File: src/rtl/mem_lsu_if.sv
// Data-memory request/response port between the MEM-stage LSU and data memory.
// The LSU is the master; the memory (or its adapter) is the slave.
interface mem_lsu_if;
  logic        dm_req;
  logic        dm_we;
  logic [31:0] dm_addr;
  logic [3:0]  dm_wstrb;
  logic [31:0] dm_wdata;
  logic        dm_ready;
  logic        dm_rvalid;
  logic [31:0] dm_rdata;

  modport master (
    output dm_req, dm_we, dm_addr, dm_wstrb, dm_wdata,
    input  dm_ready, dm_rvalid, dm_rdata
  );

  modport slave (
    input  dm_req, dm_we, dm_addr, dm_wstrb, dm_wdata,
    output dm_ready, dm_rvalid, dm_rdata
  );
endinterface

File: src/rtl/mem_lsu.sv
// MEM-stage load/store unit: issues valid/ready data-memory requests, stalls
// the pipeline until completion and registers sign/zero-extended load data.
module mem_lsu (
  input  logic        clk,
  input  logic        rst,
  input  logic [6:0]  MEM_op,
  input  logic [2:0]  MEM_func3,
  input  logic [31:0] MEM_addr,
  input  logic [31:0] MEM_st_data,
  mem_lsu_if.master   dm,
  output logic        mem_wait,
  output logic [31:0] MEM_ld_data
);

  typedef enum logic [1:0] {IDLE, REQ, WAIT_R, DONE} state_t;

  state_t      state, state_nx;
  logic        is_ld, is_st, is_mem;
  logic [7:0]  ld_byte;
  logic [15:0] ld_half;
  logic [31:0] ld_ext;

  assign is_ld  = (MEM_op == 7'b0000011);
  assign is_st  = (MEM_op == 7'b0100011);
  assign is_mem = is_ld | is_st;

  always_ff @(posedge clk or posedge rst) begin
    if (rst) state <= IDLE;
    else     state <= state_nx;
  end

  // IDLE with a pending op already behaves as REQ, so acceptance can land in
  // the op's first MEM cycle without an extra bubble.
  always_comb begin
    state_nx  = state;
    dm.dm_req = 1'b0;
    case (state)
      IDLE: begin
        if (is_mem) begin
          dm.dm_req = 1'b1;
          if (dm.dm_ready) state_nx = is_st ? DONE : WAIT_R;
          else             state_nx = REQ;
        end
      end
      REQ: begin
        dm.dm_req = 1'b1;
        if (dm.dm_ready) state_nx = is_st ? DONE : WAIT_R;
      end
      WAIT_R: begin
        if (dm.dm_rvalid) state_nx = DONE;
      end
      DONE: begin
        state_nx = IDLE;
      end
      default: state_nx = IDLE;
    endcase
  end

  assign mem_wait = is_mem && (state != DONE);

  always_comb begin
    dm.dm_addr  = '0;
    dm.dm_we    = 1'b0;
    dm.dm_wstrb = '0;
    dm.dm_wdata = '0;
    if (is_mem) begin
      dm.dm_addr = {MEM_addr[31:2], 2'b00};
      dm.dm_we   = is_st;
    end
    if (is_st) begin
      case (MEM_func3)
        3'b000: begin
          dm.dm_wstrb = 4'b0001 << MEM_addr[1:0];
          dm.dm_wdata = {4{MEM_st_data[7:0]}};
        end
        3'b001: begin
          dm.dm_wstrb = MEM_addr[1] ? 4'b1100 : 4'b0011;
          dm.dm_wdata = {2{MEM_st_data[15:0]}};
        end
        default: begin
          dm.dm_wstrb = 4'b1111;
          dm.dm_wdata = MEM_st_data;
        end
      endcase
    end
  end

  always_comb begin
    ld_byte = dm.dm_rdata[{MEM_addr[1:0], 3'b000} +: 8];
    ld_half = dm.dm_rdata[{MEM_addr[1], 4'b0000} +: 16];
    case (MEM_func3)
      3'b000:  ld_ext = {{24{ld_byte[7]}}, ld_byte};
      3'b100:  ld_ext = {24'd0, ld_byte};
      3'b001:  ld_ext = {{16{ld_half[15]}}, ld_half};
      3'b101:  ld_ext = {16'd0, ld_half};
      default: ld_ext = dm.dm_rdata;
    endcase
  end

  always_ff @(posedge clk or posedge rst) begin
    if (rst)                                      MEM_ld_data <= '0;
    else if (state == WAIT_R && dm.dm_rvalid && is_ld) MEM_ld_data <= ld_ext;
  end

endmodule

File: src/flat_wrapper.sv
// flat-port wrapper written by rule: the top's interface ports become plain ports
module mem_lsu_flat 
  (clk, rst, MEM_op, MEM_func3, MEM_addr, MEM_st_data, mem_wait, MEM_ld_data, dm_dm_req, dm_dm_we, dm_dm_addr, dm_dm_wstrb, dm_dm_wdata, dm_dm_ready, dm_dm_rvalid, dm_dm_rdata);
  mem_lsu_if dm_i ();
  input  logic clk;
  input  logic rst;
  input  logic [6:0] MEM_op;
  input  logic [2:0] MEM_func3;
  input  logic [31:0] MEM_addr;
  input  logic [31:0] MEM_st_data;
  output logic mem_wait;
  output logic [31:0] MEM_ld_data;
  output wire logic [$bits(dm_i.dm_req)-1:0] dm_dm_req;
  output wire logic [$bits(dm_i.dm_we)-1:0] dm_dm_we;
  output wire logic [$bits(dm_i.dm_addr)-1:0] dm_dm_addr;
  output wire logic [$bits(dm_i.dm_wstrb)-1:0] dm_dm_wstrb;
  output wire logic [$bits(dm_i.dm_wdata)-1:0] dm_dm_wdata;
  input wire logic [$bits(dm_i.dm_ready)-1:0] dm_dm_ready;
  input wire logic [$bits(dm_i.dm_rvalid)-1:0] dm_dm_rvalid;
  input wire logic [$bits(dm_i.dm_rdata)-1:0] dm_dm_rdata;
  assign dm_dm_req = dm_i.dm_req;
  assign dm_dm_we = dm_i.dm_we;
  assign dm_dm_addr = dm_i.dm_addr;
  assign dm_dm_wstrb = dm_i.dm_wstrb;
  assign dm_dm_wdata = dm_i.dm_wdata;
  assign dm_i.dm_ready = dm_dm_ready;
  assign dm_i.dm_rvalid = dm_dm_rvalid;
  assign dm_i.dm_rdata = dm_dm_rdata;
  mem_lsu u_core (.clk(clk), .rst(rst), .MEM_op(MEM_op), .MEM_func3(MEM_func3), .MEM_addr(MEM_addr), .MEM_st_data(MEM_st_data), .dm(dm_i), .mem_wait(mem_wait), .MEM_ld_data(MEM_ld_data));
endmodule
File: config.mk
export PLATFORM = sky130hd
export DESIGN_NAME = mem_lsu_flat
export DESIGN_NICKNAME = d
export VERILOG_FILES = /design/src/rtl/mem_lsu_if.sv /design/src/rtl/mem_lsu.sv /design/src/flat_wrapper.sv
export SDC_FILE = /design/constraint.sdc
export NUM_CORES = 1
export LEC_CHECK = 0
export CAP_MARGIN = 20
export CORE_AREA = 3 3 81 83
export CTS_CLUSTER_DIAMETER = 120
export DETAILED_ROUTE_END_ITERATION = 8
export DIE_AREA = 0 0 84 86
export DONT_BUFFER_PORTS = 1
export PLACE_DENSITY = 0.6
export SLEW_MARGIN = 10
export SYNTH_ARGS = -nofsm -noshare
export SYNTH_HDL_FRONTEND = slang
export SYNTH_SLANG_ARGS = --single-unit
File: constraint.sdc
create_clock -name clk -period 2.6 [get_ports clk]
set_clock_uncertainty 0.2 [all_clocks]
set_input_delay 0.26 -clock clk [delete_from_list [all_inputs] [get_ports clk]]
set_output_delay 0.26 -clock clk [all_outputs]
set_load 0.02 [all_outputs]
==> results.tsv, run 1 <==
stage	metric	value	unit
floorplan	Starting Density	0.4844	
pwr	Clock power frac	0.357	
sta	worst slew pin tran	0.7703	ns
synthesis	yosys synthesis warning count	0	
sta	final worst path period share	0.8842	
setup_path	Levels on crit path	6	
grt	initial antenna violation count	0	
synthesis	Async SR Flop Fraction	1.000	
clock_network	TritonCTS clock tree	yes	
setup_path	slowest cell delay on critical path	0.46	ns
sta	Total Neg Setup Slack	0	ns
pwr	VDD IR max	0.3015	mV
setup_path	Cell Chain, Critical Path	inv_1, ha_1, nand3b_1, or4_4, a31oi_2, a221oi_1	
setup_path	worst reg2reg setup slack	0.30	ns
synthesis	Simple-Gate Fraction of Synth Area	0.3477	
pwr	switch share	0.3150	
pwr	PD cells	483.7	nW/um^2
route	vias	2955	
synthesis	post-synthesis cell count	381	
setup_path	worst r2r src	u_core.state[0]$_DFFE_PP0P_	
sta	max-slew violation count	0	
synthesis	mux cell area share after synthesis	0.07112	
floorplan	core area	5921	sq um
route	Routed Antenna Nets	0	
setup_path	startpoint types	flop	
clock_network	H-tree Lvls	2	
outcome	status	finished, final reports clean	
synthesis	Post-synth EDFFs	0	
min_path	sink of the worst hold path	u_core.MEM_ld_data[2]$_DFFE_PP0P_	
floorplan	row cnt	28	
route	WL/cell	19.34	um
synthesis	post-synthesis sequential area ratio	0.2967	
setup_path	Req. time, crit path	2.54	ns
pwr	Comb pwr share	0.233	
clock_network	Inserted Clock Buffers	5	
placement	GP Congestion	0.8606	
placement	placed wire-length estimate	6959	um
setup_path	crit-path leading delay family	compound AO/OA/AOI/OAI gates	
clock_network	Max Root-Sink Buffers	2	
setup_path	slowest stage cell on the critical path	or4_4	
pwr	sequential share of power	0.410	
synthesis	synthesized cell area	2868	sq um
sta	Fin. Hold Viols	0	
sta	RSZ-0062 raised after global routing	no	
clock_network	Worst-path clk slew	0.08	ns
setup_path	crit path DAT	2.24	ns
sta	Relative slew margins	0.4847	
route	Residual DRC	0	
setup_path	r2r worst-path depth	6	
setup_path	CP Buf/Inv Count	1	
clock_network	CTS root buf	clkbuf_8	
synthesis	largest family of logic cells by synthesized area	simple AND/OR/NAND/NOR gates	
floorplan	die area	7224	sq um
synthesis	Distinct cells, synth	42	
layout	most frequent cells in the layout	nand2_1 (63), buf_4 (39), dfrtp_1 (34)	
pwr	Leakage Power	0.001602	uW
setup_path	worst r2r dst	u_core.MEM_ld_data[15]$_DFFE_PP0P_	
route	wirelength, routed	9610	um
placement	DP Area	3122	sq um
synthesis	post-synthesis compound-gate area fraction	0.1981	
layout	nets	536	
layout	Area Overhead vs Synth	22.38	%
placement	IO Port Bufs	0	
clock_network	post-cts sizing count	0	
pwr	Sw Pwr	534.7	uW
setup_path	CP Max Fanout	8	
route	vias per cell	5.946	
grt	Congestion Overflow GR	0	
setup_path	Setup crit end kind	flop	
clock_network	Sink Count	34	
min_path	Worst Hold Class	in -> reg	
synthesis	Yosys reg bits	34	
grt	Tot GR Track Use	0.2484	
pwr	internal power	1163	uW
layout	commonest non-fill, non-tap cell in the layout	nand2_1	
floorplan	Die Width	84	um
synthesis	syn_area_per_cell	7.527	sq um
run	Max Cap Violations	0	
floorplan	Die H	86	um
min_path	hold path start	dm_dm_rdata[2]	
sta	Final min period	2.299	ns
floorplan	# IOs	213	
synthesis	ys flop type	dfrtp_1	
layout	design area	3510	sq um
sta	Peak Freq	435.0	MHz
clock_network	worst skew pair latency	0.29	ns
grt	global-route wire length before repair	14510	um
route	DRT iter0 DRCs	244	
layout	ant diodes	0	
route	Initial DRT Pass Iterations	4	
layout	share of cells above drive strength 1	0.1564	
synthesis	Synth Area in XOR/XNOR	0	
grt	number of global-route vias before repair	2822	
setup_path	Setup CP Type	reg -> reg	
grt	largest net degree at the start of global routing	36	
sta	Final setup viols	0	
min_path	Hold Path Stages	2	
synthesis	Adder-Cell Fraction of Synth Area	0.02182	
[flip-flops by register name, summed over array words and instances, names as in the netlist]
register / count
u_core.MEM_ld_data: 32
u_core.state: 2
[cells in the mapped netlist, types with 3 or more instances]
master / instances / area share
nand2_1: 63 / 0.082
dfrtp_1: 34 / 0.30
and2_1: 30 / 0.065
o21ai_0: 28 / 0.049
a21oi_1: 25 / 0.044
clkbuf_1: 24 / 0.031
nand3_1: 23 / 0.040
nor2_1: 23 / 0.030
a211oi_1: 16 / 0.042
or3_1: 16 / 0.035
mux2_2: 11 / 0.043
inv_1: 9 / 0.012
nor3b_1: 9 / 0.024
and3_1: 8 / 0.017
mux2i_1: 8 / 0.028
a31oi_1: 6 / 0.013
ha_1: 5 / 0.022
o211ai_1: 5 / 0.013
buf_2: 4 / 0.0070
a211o_1: 3 / 0.0092
and3b_1: 3 / 0.0092
nor2b_1: 3 / 0.0065
[through the flow]
stage          utilization  worst slack (ns)  instances  hold WS (ns)  power, uW
3_5_place_dp        0.5273            0.3324        464       0.07765       1064
5_1_grt             0.5928            0.1751        497       0.01275       1785
3_3_place_gp        0.5273            0.4148        464       0.07915       1051
2_1_floorplan            -            0.4111        382        0.2016       1004
6_report            0.5928            0.3011        497    0.00003314       1698
4_1_cts             0.5928            0.3143        497    0.00009007       1707
[cell families after synthesis]
| group | after synthesis |
|---|---|
| AOI/OAI and AO/OA | 91 |
| adders and majority gates | 5 |
| buffers and inverters | 41 |
| DFF | 34 |
| muxes | 19 |
| other | 1 |
| and+or+nand+nor | 190 |
[metal layers]
metal / track usage / wire, um / vias up
met3: 0.07205 / 940 / 22
met4: 0.09795 / 272 / 0
li1: - / - / 1414
met5: 0 / 0 / -
met1: 0.3012 / 3695 / 1350
met2: 0.4172 / 4702 / 169
[power groups by stage]
stage               registers (uW)  clock network, uW  logic [uW]
finish                         696                607         395
detailed placement             709                  0         355
global route                   704                632         449
CTS                            698                613         396
floorplan                      689                  0         314
global placement               706                  0         344
[worst reg2reg max path, delay by kind of cell, from the launching register on]
| kind | cells | cell delay, ns |
|---|---|---|
| compound gates | 2 | 0.62 |
| simple gates | 2 | 0.58 |
| flops | 1 | 0.41 |
| fa+ha+maj | 1 | 0.21 |
| buf+inv | 1 | 0.12 |
[worst max path at each step]
stage | to | slack, ns | start
finish | u_core.MEM_ld_data[15]$_DFFE_PP0P_ | 0.30 | u_core.state[0]$_DFFE_PP0P_
global route | u_core.MEM_ld_data[14]$_DFFE_PP0P_ | 0.18 | u_core.state[0]$_DFFE_PP0P_
CTS | u_core.MEM_ld_data[15]$_DFFE_PP0P_ | 0.31 | u_core.state[0]$_DFFE_PP0P_
detailed placement | u_core.MEM_ld_data[15]$_DFFE_PP0P_ | 0.33 | u_core.state[0]$_DFFE_PP0P_
global placement | u_core.MEM_ld_data[15]$_DFFE_PP0P_ | 0.41 | u_core.state[0]$_DFFE_PP0P_
floorplan | dm_dm_wdata[24] | 0.41 | MEM_op[3]
[final cells by class]
class,instances,area (sq um)
inverters,9,33.78
clock buffers,5,68.82
flip-flops and latches,34,850.8
well taps,75,93.84
repair buffers,64,543.0
clock inverters,3,68.82
multi-input cells,307,1851
fillers,540,2411
[timing repair]
| action | CTS | global route |
|---|---|---|
| endpoints found under the hold margin | 63 | 0 |
| hold buffers | 25 | 0 |
| buffers inserted | 0 | 0 |
Note: power is estimated with default switching activity, not from simulation.
==> run 2, diff against run 1 <==
--- a/config.mk
+++ b/config.mk
@@ -11,7 +11,7 @@
 export DETAILED_ROUTE_END_ITERATION = 8
 export DIE_AREA = 0 0 84 86
 export DONT_BUFFER_PORTS = 1
-export PLACE_DENSITY = 0.6
+export PLACE_DENSITY = 0.62
 export SLEW_MARGIN = 10
 export SYNTH_ARGS = -nofsm -noshare
 export SYNTH_HDL_FRONTEND = slang
==> constraint.sdc (replaced) <==
create_clock -name clk -period 2 [get_ports clk]
set_clock_uncertainty 0.2 [all_clocks]
set_input_delay 0.2 -clock clk [delete_from_list [all_inputs] [get_ports clk]]
set_output_delay 0.2 -clock clk [all_outputs]
set_load 0.02 [all_outputs]
==> run 2 against run 1 <==
Against the previous run: the run now ends with setup timing left; critical path depth unchanged; worst hold slack better by 0.0024 ns; routed wire length up 14%; setup slack worse by 0.33 ns; first-iteration DRC count up 31%; global-route usage up 4.0 points; final cell count up 4.4%; via count up 7.4%; combinational power up 59%; non-clock buffer count up 21; clock power down 8.1%; critical path type unchanged.
==> results.tsv, run 2 (synthesis gave the netlist of run 1 again) <==
stage	metric	value	unit
route	Initial DRT Pass Iterations	6	
route	Residual DRC	0	
layout	Fillers	522	
clock_network	Inserted Clock Buffers	5	
setup_path	worst r2r dst	u_core.MEM_ld_data[27]$_DFFE_PP0P_	
floorplan	Die H	86	um
setup_path	worst reg2reg setup slack	-0.03	ns
grt	number of global-route vias before repair	3128	
layout	Largest register FFs	32	
floorplan	# IOs	213	
setup_path	CP Max Fanout	8	
clock_network	CTS root buf	clkbuf_8	
min_path	Worst Hold Class	in -> reg	
outcome	failing checks	setup timing	
route	wirelength, routed	10990	um
sta	Relative slew margins	0.3941	
pwr	Final Total Pwr	2095	uW
setup_path	Setup crit end kind	flop	
clock_network	Max Root-Sink Buffers	2	
setup_path	crit path DAT	2.03	ns
layout	Area Overhead vs Synth	31.20	%
min_path	hold path start	dm_dm_ready	
floorplan	row cnt	28	
layout	ant diodes	0	
grt	largest net degree at the start of global routing	35	
floorplan	die area	7224	sq um
clock_network	H-tree Lvls	2	
setup_path	r2r worst-path depth	6	
layout	nets	558	
sta	RSZ-0062 raised after global routing	yes	
layout	most frequent cells in the layout	nand2_1 (63), buf_4 (46), dlygate4sd3_1 (36)	
layout	share of cells above drive strength 1	0.2072	
floorplan	core area	5921	sq um
placement	IO Port Bufs	0	
clock_network	Worst-path clk slew	0.08	ns
layout	commonest non-fill, non-tap cell in the layout	nand2_1	
sta	worst slew pin tran	0.9059	ns
sta	max-slew violation count	0	
clock_network	TritonCTS clock tree	yes	
placement	placed wire-length estimate	7501	um
sta	Final min period	2.030	ns
floorplan	Starting Density	0.4844	
setup_path	Setup CP Type	reg -> reg	
outcome	status	complete, but fails checks	
clock_network	worst skew pair latency	0.29	ns
placement	GP Congestion	0.8453	
clock_network	Sink Count	34	
sta	Peak Freq	492.7	MHz
sta	final worst path period share	1.015	
sta	Final setup viols	8	
route	DRT iter0 DRCs	319	
grt	initial antenna violation count	0	
setup_path	Req. time, crit path	2.00	ns
setup_path	startpoint types	flop	
layout	biggest regs	u_core.MEM_ld_data (32), u_core.state (2)	
sta	setup ws final	-0.02968	ns
layout	Biggest register	u_core.MEM_ld_data	
pwr	Leakage Power	0.001729	uW
setup_path	worst r2r src	u_core.state[0]$_DFFE_PP0P_	
grt	Congestion Overflow GR	0	
grt	Tot GR Track Use	0.2884	
layout	Final Util	0.6355	
route	vias	3173	
min_path	sink of the worst hold path	u_core.state[1]$_DFFE_PP0P_	
route	WL/cell	21.17	um
min_path	Hold Path Stages	3	
pwr	PD cells	556.9	nW/um^2
sta	Fin. Hold Viols	0	
grt	global-route wire length before repair	16760	um
route	vias per cell	6.114	
floorplan	Die Width	84	um
route	Routed Antenna Nets	0	
pwr	VDD IR max	0.3923	mV
run	Max Cap Violations	0	
==> run 2: report_power, final <==
group          internal, uW  switching [uW]  total, uW
sequential              768             143        910
clock                   277             280        558
combinational           313             315        628
==> run 2: worst max-delay path by stage <==
stage	startpoint	to	slack, ns	cells after the start
floorplan	u_core.state[0]$_DFFE_PP0P_	u_core.MEM_ld_data[16]$_DFFE_PP0P_	-0.07	8
global placement	u_core.state[0]$_DFFE_PP0P_	u_core.MEM_ld_data[31]$_DFFE_PP0P_	0.03	6
detailed placement	u_core.state[0]$_DFFE_PP0P_	u_core.MEM_ld_data[27]$_DFFE_PP0P_	-0.04	6
CTS	u_core.state[0]$_DFFE_PP0P_	u_core.MEM_ld_data[23]$_DFFE_PP0P_	-0.007	6
global route	u_core.state[0]$_DFFE_PP0P_	u_core.MEM_ld_data[16]$_DFFE_PP0P_	-0.08	6
finish	u_core.state[0]$_DFFE_PP0P_	u_core.MEM_ld_data[27]$_DFFE_PP0P_	-0.03	6
==> run 2: layer usage <==
layer,track usage,vias up,routed length (um),part of all wire
li1,-,1459,-,-
met5,0,-,0,0
met1,0.3692,1508,4308,0.39
met3,0.06148,17,964,0.088
met4,0.07310,0,150,0.014
met2,0.4967,189,5562,0.51
==> run 2: cell type report <==
class | count | area, sq um | area share
Inverter | 9 | 33.78 | 0.008979
Multi-Input combinational cell | 308 | 1939 | 0.5155
Clock inverter | 2 | 12.51 | 0.003326
Sequential cell | 34 | 852.1 | 0.2265
Timing Repair Buffer | 85 | 748.2 | 0.1989
Tap cell | 75 | 93.84 | 0.02494
Clock buffer | 6 | 82.58 | 0.02195
==> run 2: what timing repair did <==
action                     in CTS  in global routing
pin swaps                       2                  2
hold endpoints to repair       66                  0
buffers inserted                2                  0
hold buffers                   36                  0
gates cloned                    1                  0
gates resized for setup         1                 13
setup endpoints to repair       7                 26
==> run 2: metrics by stage <==
stage | hold WS (ns) | setup TNS [ns] | cell area (sq um) | instances | setup slack (ns)
3_3_place_gp | 0.01749 | 0 | 3223 | 473 | 0.03091
3_5_place_dp | 0.02241 | -0.1234 | 3223 | 473 | -0.03871
6_report | 0.002468 | -0.09056 | 3762 | 519 | -0.02968
4_1_cts | 0.0001722 | -0.01383 | 3709 | 520 | -0.007188
2_1_floorplan | 0.1416 | -0.8075 | 2890 | 382 | -0.07273
5_1_grt | 0.01473 | -1.070 | 3762 | 519 | -0.08409
==> run 2: worst max-delay path: stages (launching register included) <==
cell and delay, ns:
dfrtp_1 0.40, inv_2 0.09, ha_4 0.13, nand3b_1 0.09
or4_4 0.49, a311o_4 0.42, o211ai_1 0.13
==> run 3, diff against run 2 <==
--- a/config.mk
+++ b/config.mk
@@ -5,13 +5,14 @@
 export SDC_FILE = /design/constraint.sdc
 export NUM_CORES = 1
 export LEC_CHECK = 0
+export BUFFER_PORTS_ARGS = -buffer_cell sky130_fd_sc_hd__buf_2
 export CAP_MARGIN = 20
-export CORE_AREA = 3 3 81 83
+export CORE_MARGIN = 3
+export CORE_UTILIZATION = 37
 export CTS_CLUSTER_DIAMETER = 120
 export DETAILED_ROUTE_END_ITERATION = 8
-export DIE_AREA = 0 0 84 86
-export DONT_BUFFER_PORTS = 1
-export PLACE_DENSITY = 0.62
+export HOLD_SLACK_MARGIN = 0.1
+export PLACE_DENSITY = 0.75
 export SLEW_MARGIN = 10
 export SYNTH_ARGS = -nofsm -noshare
 export SYNTH_HDL_FRONTEND = slang
==> run 3 against run 2 <==
Against the previous run: the flow still finishes with violations (setup timing); clock-buffer cell count is 1 higher; via count is 19% higher; flip-flop and latch count stayed put; register-to-register slack got worse by 0.03 ns; largest power group is now combinational logic; routed wire length grew 4.7%; first-iteration DRC count decreased by 33%; critical path depth stayed put; sequential share of layout area shrank 4.4 points; worst hold slack improved by 0.11 ns; fmax down 1.4%; design area increased by 24%; clock power is 6.5% lower.
==> results.tsv, run 3 (synthesis gave the netlist of run 1 again) <==
stage	metric	value	unit
outcome	status	complete, but fails checks	
outcome	failing checks	setup timing	
layout	commonest non-fill, non-tap cell in the layout	buf_2	
layout	Fillers	647	
clock_network	Worst-path clk slew	0.07	ns
clock_network	H-tree Lvls	2	
setup_path	r2r worst-path depth	6	
sta	Total Neg Setup Slack	-0.3698	ns
setup_path	worst r2r dst	u_core.MEM_ld_data[21]$_DFFE_PP0P_	
sta	Final min period	2.059	ns
setup_path	CP Max Fanout	8	
sta	Peak Freq	485.6	MHz
route	WL/cell	15.81	um
floorplan	# IOs	213	
sta	Final setup viols	10	
setup_path	CP Launch Point	u_core.state[0]$_DFFE_PP0P_	
layout	multi-input logic area	1941	sq um
grt	Tot GR Track Use	0.2470	
sta	worst slew pin tran	0.5313	ns
grt	number of global-route vias before repair	3591	
setup_path	Setup crit end kind	flop	
layout	FF/Latch Area	850.8	sq um
grt	Congestion Overflow GR	0	
setup_path	slowest cell delay on critical path	0.51	ns
grt	global-route wire length before repair	17520	um
clock_network	CTS root buf	clkbuf_8	
floorplan	Die Width	94.04	um
placement	DP Worst Slack	-0.04142	ns
sta	setup ws final	-0.05946	ns
floorplan	die area	8843	sq um
sta	final worst path period share	1.030	
clock_network	Inserted Clock Buffers	5	
placement	GP Congestion	0.8815	
floorplan	Starting Density	0.3891	
floorplan	Die H	94.04	um
clock_network	worst skew pair latency	0.28	ns
min_path	Worst Hold Class	in -> reg	
run	Max Cap Violations	0	
layout	Biggest register	u_core.MEM_ld_data	
clock_network	Sink Count	34	
setup_path	crit-path leading delay family	simple AND/OR/NAND/NOR gates	
grt	initial antenna violation count	0	
layout	biggest regs	u_core.MEM_ld_data (32), u_core.state (2)	
layout	share of cells above drive strength 1	0.4459	
route	DRT iter0 DRCs	214	
setup_path	Cell Chain, Critical Path	inv_2, ha_4, nand3b_1, or4_4, a311o_2, nand3_2	
setup_path	slowest stage cell on the critical path	a311o_2	
layout	Area Overhead vs Synth	62.48	%
placement	placed wire-length estimate	8538	um
clock_network	TritonCTS clock tree	yes	
route	wirelength, routed	11500	um
placement	IO Port Bufs	210	
route	Routed Antenna Nets	0	
pwr	Leakage Power	0.002601	uW
setup_path	startpoint types	flop	
setup_path	Setup CP Type	reg -> reg	
route	vias	3783	
layout	nets	742	
floorplan	row cnt	31	
sta	Fin. Hold Viols	0	
route	Residual DRC	0	
sta	RSZ-0062 raised after global routing	yes	
layout	most frequent cells in the layout	buf_2 (210), nand2_1 (63), dfrtp_1 (34)	
pwr	VDD IR max	0.2483	mV
setup_path	worst r2r src	u_core.state[0]$_DFFE_PP0P_	
route	Initial DRT Pass Iterations	4	
setup_path	worst reg2reg setup slack	-0.06	ns
clock_network	Max Root-Sink Buffers	2	
pwr	PD cells	489.4	nW/um^2
setup_path	Req. time, crit path	2.02	ns
setup_path	crit path DAT	2.08	ns
sta	Relative slew margins	0.6458	
grt	largest net degree at the start of global routing	35	
setup_path	Critical path destination	u_core.MEM_ld_data[21]$_DFFE_PP0P_	
layout	Largest register FFs	32	
setup_path	Levels on crit path	6	
floorplan	core area	7370	sq um
setup_path	CP Buf/Inv Count	1	
layout	ant diodes	0	
route	vias per cell	5.204	
sta	max-slew violation count	0	
run 3: repair_timing:
action                                  in CTS  in global routing
endpoints found under the hold margin       65                  0
cloned                                       0                  1
gates resized for setup                      0                 16
pin swaps                                    0                  4
endpoints found under the setup margin       8                 29
hold buffers                                32                  0
setup buffers                                0                  5
run 3: stage by stage:
stage | utilization | power [uW] | hold slack [ns] | instance area, sq um | std cells
floorplan | - | 1323 | 0.1416 | 2890 | 382
global placement | 0.5606 | 1653 | 0.1103 | 4131 | 681
detailed placement | 0.5606 | 1674 | 0.1175 | 4131 | 681
CTS | 0.6165 | 2250 | 0.1256 | 4543 | 721
global route | 0.6323 | 2433 | 0.1452 | 4659 | 727
finish | 0.6323 | 2280 | 0.1136 | 4659 | 727
run 3: worst min-delay path by stage:
stage	cells past startpoint	from	endpoint	slack, ns
after floorplan	1	rst	u_core.MEM_ld_data[0]$_DFFE_PP0P_	0.14
after detailed placement	3	rst	u_core.MEM_ld_data[2]$_DFFE_PP0P_	0.12
after CTS	3	dm_dm_rdata[14]	u_core.MEM_ld_data[14]$_DFFE_PP0P_	0.13
after global placement	3	rst	u_core.MEM_ld_data[4]$_DFFE_PP0P_	0.11
final	3	dm_dm_rdata[14]	u_core.MEM_ld_data[14]$_DFFE_PP0P_	0.11
after global routing	3	dm_dm_rdata[14]	u_core.MEM_ld_data[14]$_DFFE_PP0P_	0.15
run 3: cell type report:
cell class              count  area share
flip-flops and latches     34      0.1826
multi-input cells         308      0.4165
repair buffers            269      0.3475
inverters                   9    0.007250
well taps                  99     0.02658
clock inverters             1    0.001074
clock buffers               7     0.01853
run 3: where the power goes:
part	switching [uW]	internal [uW]	leakage, uW
logic	489	447	0.00209
registers	55.1	767	0.000467
clock network	245	278	0.0000482
total	789	1490	0.00260
run 3: worst min-delay path, stage by stage:
cell,delay [ns]
buf_2,0.13
nor3b_2,0.17
a211oi_1,0.06
run 3: layer usage:
layer  GRT usage  vias up  part of all wire
met5           0        -                 0
met4      0.1095        0             0.032
met3     0.04087       32             0.074
met2      0.4228      183              0.51
met1      0.3031     1740              0.38
li1            -     1828                 -
